==> src/rtl/rr_arbiter16.sv <==
// rtl/rr_arbiter16.sv - 16-way round-robin burst arbiter for one shared word channel
//
// Grants one of 16 requesters the shared channel.
// A grant is held for up to MAX_BEATS accepted beats, then the arbiter rotates.
// Ports:
//   clk, reset_n  clock (rising edge) and asynchronous active-low reset
//   req[15:0]     per-requester request
//   out_ready     consumer accepts the current word this cycle
//   sel[3:0]      mux select = index of the granted requester (registered)
//   grant[15:0]   one-hot grant, zero when idle (registered)
//   out_valid     granted word valid on the shared channel (busy & req[sel])
//   busy          a grant is active (registered)

module rr_arbiter16 #(
  parameter int unsigned MAX_BEATS = 4
) (
  input  logic        clk,
  input  logic        reset_n,
  input  logic [15:0] req,
  input  logic        out_ready,
  output logic [3:0]  sel,
  output logic [15:0] grant,
  output logic        out_valid,
  output logic        busy
);

  typedef enum logic {IDLE = 1'b0, BUSY = 1'b1} state_e;

  localparam logic [7:0] MAX_B = 8'(MAX_BEATS);

  state_e      state_q, state_d;
  logic [3:0]  sel_q, sel_d;
  logic [3:0]  ptr_q, ptr_d;
  logic [15:0] grant_q, grant_d;
  logic [7:0]  beat_q, beat_d;

  logic        beat_ok;
  logic        grant_end;
  logic [3:0]  search_ptr;
  logic [3:0]  win;

  assign beat_ok   = (state_q == BUSY) & req[sel_q] & out_ready;
  // Early release (request dropped) or burst quota reached on this beat.
  assign grant_end = (state_q == BUSY) &
                     (~req[sel_q] | (beat_ok & ((beat_q + 8'd1) == MAX_B)));
  // Ending a grant re-arbitrates in the same edge from the slot after the owner.
  assign search_ptr = grant_end ? (sel_q + 4'd1) : ptr_q;

  // Scan downward so the candidate closest to search_ptr is written last and wins.
  always_comb begin
    win = search_ptr;
    for (int k = 15; k >= 0; k--) begin
      if (req[search_ptr + 4'(k)]) begin
        win = search_ptr + 4'(k);
      end
    end
  end

  // State register
  always_ff @(posedge clk or negedge reset_n) begin
    if (!reset_n) begin
      state_q <= IDLE;
      sel_q   <= 4'h0;
      ptr_q   <= 4'h0;
      grant_q <= 16'h0000;
      beat_q  <= 8'h00;
    end else begin
      state_q <= state_d;
      sel_q   <= sel_d;
      ptr_q   <= ptr_d;
      grant_q <= grant_d;
      beat_q  <= beat_d;
    end
  end

  // Next-state logic
  always_comb begin
    state_d = state_q;
    sel_d   = sel_q;
    ptr_d   = ptr_q;
    grant_d = grant_q;
    beat_d  = beat_q;
    case (state_q)
      IDLE: begin
        if (|req) begin
          state_d = BUSY;
          sel_d   = win;
          grant_d = 16'h0001 << win;
          beat_d  = 8'h00;
        end
      end
      BUSY: begin
        if (grant_end) begin
          ptr_d  = sel_q + 4'd1;
          beat_d = 8'h00;
          if (|req) begin
            sel_d   = win;
            grant_d = 16'h0001 << win;
          end else begin
            state_d = IDLE;
            grant_d = 16'h0000;
          end
        end else if (beat_ok) begin
          beat_d = beat_q + 8'd1;
        end
      end
      default: state_d = IDLE;
    endcase
  end

  // Outputs
  always_comb begin
    busy      = (state_q == BUSY);
    grant     = grant_q;
    sel       = sel_q;
    out_valid = (state_q == BUSY) & req[sel_q];
  end

endmodule

==> config.mk <==
export PLATFORM = sky130hd
export DESIGN_NAME = rr_arbiter16
export DESIGN_NICKNAME = d
export VERILOG_FILES = /design/src/rtl/rr_arbiter16.sv
export SDC_FILE = /design/constraint.sdc
export NUM_CORES = 1
export LEC_CHECK = 0
export CORE_MARGIN = 10
export CORE_UTILIZATION = 50
export DETAILED_ROUTE_END_ITERATION = 6
export GPL_TIMING_DRIVEN = 0
export PLACE_DENSITY = 0.73
export SYNTH_ARGS = -nofsm -noshare
export SYNTH_HDL_FRONTEND = slang
export SYNTH_SLANG_ARGS = --single-unit
==> constraint.sdc <==
create_clock -name clk -period 7.04 [get_ports clk]
set_input_delay 1.408 -clock clk [delete_from_list [all_inputs] [get_ports clk]]
set_output_delay 1.408 -clock clk [all_outputs]
set_load 0.02 [all_outputs]
==> flow_summary.yaml <==
timing:
  setup_viol_count_final: 0
  fmax_mhz: 145
  finalCriticalPeriod_ns: 6.87
  relSlewSlack_pct: 50.2
  setup_tns_ns: 0
  finalMaxSlewViolations: 0
  worst_pin_slew_ns: 0.747
  hold_violations: 0
  period_share_pct: 97.6
  fin_skew_ns: 0.00550
route:
  drtIter0Drc: 607
  num_vias: 5218
  ant_nets: 0
  postRouteWirelength_um: 16300
  via_per_inst: 6.87
  drc: 0
  wl_per_cell_um: 21.4
  first_pass_iters: 7
worst_hold_path:
  hold_class: "reg -> reg"
  min_from: "grant[5]$_DFFE_PN0P_"
  holdPathStages: 2
clock_tree:
  cts_hold_buf: 0
  insertion_delay_ns: 0.29
  cts-root-buf: "clkbuf_8"
  numClockSinks: 33
  cts_buffers: 5
  cts_tree: "built"
  clkTransAtPathRegs_ns: 0.06
  cts_buffer_depth: 2
  htreeDepth: 2
finish:
  layout.nets: 658
  fillers: 891
  antenna_cells: 0
  drive_gt1_share_pct: 20.1
  final_cell_mix: "43 x nand2_1, 40 x nor2_1, 33 x dfrtp_1, 30 x mux2_2, 29 x mux2i_1"
  area.growth.synth_to_final_pct: 14.4
  final_common_cell: "nand2_1"
synthesis:
  syn_nets: 615
  syn_inst: 587
  seq_area_frac_synth_pct: 16.9
  synth_top_flop_cell: "dfrtp_1"
  syn_avg_cell_area_sq_um: 8.31
  synth_seq_cells: 33
  mappedNetlistArea_sq_mm: 0.00488
  synth-async-reset-ratio_pct: 100
  ys_warn_count: 0
  synth.distinct_cells: 89
  synth_edf_count: 0
floorplan:
  core_sq_mm: 0.00937
  num_io_pins: 41
  fp.dieH_um: 119
  num_rows: 35
  die_w_um: 119
  start_util_pct: 52.1
  dieArea_sq_mm: 0.0141
worst_setup_path:
  cp_slowest_cell: "mux4_2"
  cp_num_buf_inv: 4
  rrSetupSlack_ns: 0.95
  critPathLaunch: "req[4]"
  r2r_cells: 22
  worst-path-stages: 22
  critPathMaxStageDelay_ns: 0.55
  r2r-start: "sel[2]$_DFFE_PN0P_"
  crit_arrival_ns: 7.05
  path_class: "in -> reg"
  crit_path_cell_trace: "dlygate4sd2_1 -> mux4_2 -> mux4_2 -> o41a_4 -> o21ai_4 -> nand2_2 -> buf_4 -> ha_1 -> or3_1 -> a2111oi_2 -> a311oi_1 -> nand3_2 -> buf_4 -> mux2i_2 -> inv_1 -> mux4_2 -> o311a_1 -> o31ai_2 -> o31a_2 -> o31ai_4 -> a21boi_2 -> a22o_1"
  cpMostUsedCell: "mux4_2"
  cp-end-kind: "flop"
  startpoint_type: "primary input"
  path_max_fanout: 12
  path_delay_family: "compound AO/OA/AOI/OAI gates"
  crit_required_ns: 7.22
status:
  status: "finished clean"
placement:
  gp_congestion: 1.01
  io_buffers: 30
  dp_hpwl_um: 12500
global_routing:
  grt_pass1_wl_um: 26200
  grt_pass1_vias: 4900
  antenna_found_initial: 0
  grt_start_max_net_pins: 34
  grt-ovfl-total: 0
  grt_util_all_layers_pct: 22.1
job:
  drv_cap: 0
-- final timing paths --
check,endpoint
worst max-delay path,grant[8]$_DFFE_PN0P_
worst min-delay path,grant[5]$_DFFE_PN0P_
worst max register to register,grant[8]$_DFFE_PN0P_
worst min register to register,grant[5]$_DFFE_PN0P_
max in group asynchronous,grant[7]$_DFFE_PN0P_
min in group asynchronous,beat_q[1]$_DFFE_PN0P_
-- cell usage after synthesis (4+ instances only) --
library cell	count	share of area, %
o22ai_1	10	1.3
nor2_1	41	3.2
ha_1	9	2.3
xnor2_1	11	2.0
nor4_1	8	1.0
nand3_1	18	1.8
mux2i_1	32	6.6
a22o_1	12	2.2
o21ai_0	20	2.1
dfrtp_1	33	17
nor3_1	14	1.4
a22oi_1	20	3.1
nand4_1	9	1.2
a21oi_1	27	2.8
or2_2	4	0.51
nor2b_1	6	0.77
inv_2	4	0.31
nand2_1	44	3.4
and3_1	8	1.0
a211oi_1	5	0.77
nand2b_1	6	0.77
o211ai_1	5	0.77
or2_1	5	0.64
buf_1	7	0.54
inv_1	11	0.85
buf_2	7	0.72
mux4_2	14	6.5
a21oi_2	4	0.72
a221o_1	10	2.1
o31ai_1	6	0.92
o221ai_1	5	0.90
mux2_2	30	6.9
a31o_1	8	1.4
clkbuf_1	26	2.0
o21ai_1	19	1.9
xor2_1	4	0.72
-- state kept, by name, summed over array words and instances, names as in the netlist --
register and cells:
beat_q 8, busy 1, grant 16, ptr_q 4, sel 4
-- area by class of cell --
| cell class | instances | area (sq um) | share of cell area (%) |
|---|---|---|---|
| clock buffers | 6 | 72.6 | 1.30 |
| repair buffers | 36 | 325 | 5.83 |
| clock inverters | 2 | 10.0 | 0.179 |
| plain buffers | 45 | 223 | 3.99 |
| multi-input cells | 493 | 3900 | 69.9 |
| flip-flops and latches | 33 | 826 | 14.8 |
| inverters | 16 | 61.3 | 1.10 |
| well taps | 129 | 161 | 2.89 |
-- worst register-to-register path, stage by stage, from the launching register on --
cell and delay (ns):
dfrtp_1 0.35, buf_2 0.25, mux4_2 0.57, mux4_2 0.55
o41a_4 0.18, o21ai_4 0.21, nand2_2 0.12, buf_4 0.20
ha_1 0.24, or3_1 0.40, a2111oi_2 0.23, a311oi_1 0.10
nand3_2 0.15, buf_4 0.17, mux2i_2 0.34, inv_1 0.07
mux4_2 0.54, o311a_1 0.33, o31ai_2 0.23, o31a_2 0.22
o31ai_4 0.10, a21boi_2 0.20, a22o_1 0.22
-- cell families (layout without fill, tap and decap cells) --
logic type	Yosys count	count (layout)	share of synthesized area, %
flops	33	33	16.9
simple gates	186	186	19.5
buf+inv	61	105	5.51
fa+ha+maj	9	9	2.31
xor+xnor	18	18	3.69
compound gates	201	201	31.2
mux	79	79	20.9
-- stage by stage --
stage / std cells / hold slack [ns] / setup WS [ns] / util (%) / instance area [sq um]
floorplan: 587 / 0.461 / 0.217 / - / 4880
global placement: 746 / 0.468 / -1.12 / 57.0 / 5340
detailed placement: 746 / 0.483 / -1.18 / 56.9 / 5340
CTS: 757 / 0.498 / 0.0942 / 58.2 / 5460
global route: 760 / 0.528 / -0.0105 / 59.5 / 5580
finish: 760 / 0.489 / 0.167 / 59.5 / 5580
-- timing repair --
action / in CTS / in global routing
setup buffers: 3 / 3
setup endpoints to repair: 20 / 20
resized for setup: 13 / 28
pin swaps: 4 / 8
-- metal layers --
| layer | global-route usage (%) | vias up | share of wire, % |
|---|---|---|---|
| li1 | - | 2379 | - |
| met3 | 4.47 | 26 | 9.4 |
| met5 | 0 | - | 0 |
| met4 | 6.03 | 0 | 1.8 |
| met2 | 34.5 | 289 | 45 |
| met1 | 30.3 | 2524 | 44 |
Power is left out: the tool's default activity adds up to more than one toggle a clock period on the data nets, which glitch-free logic cannot reach.
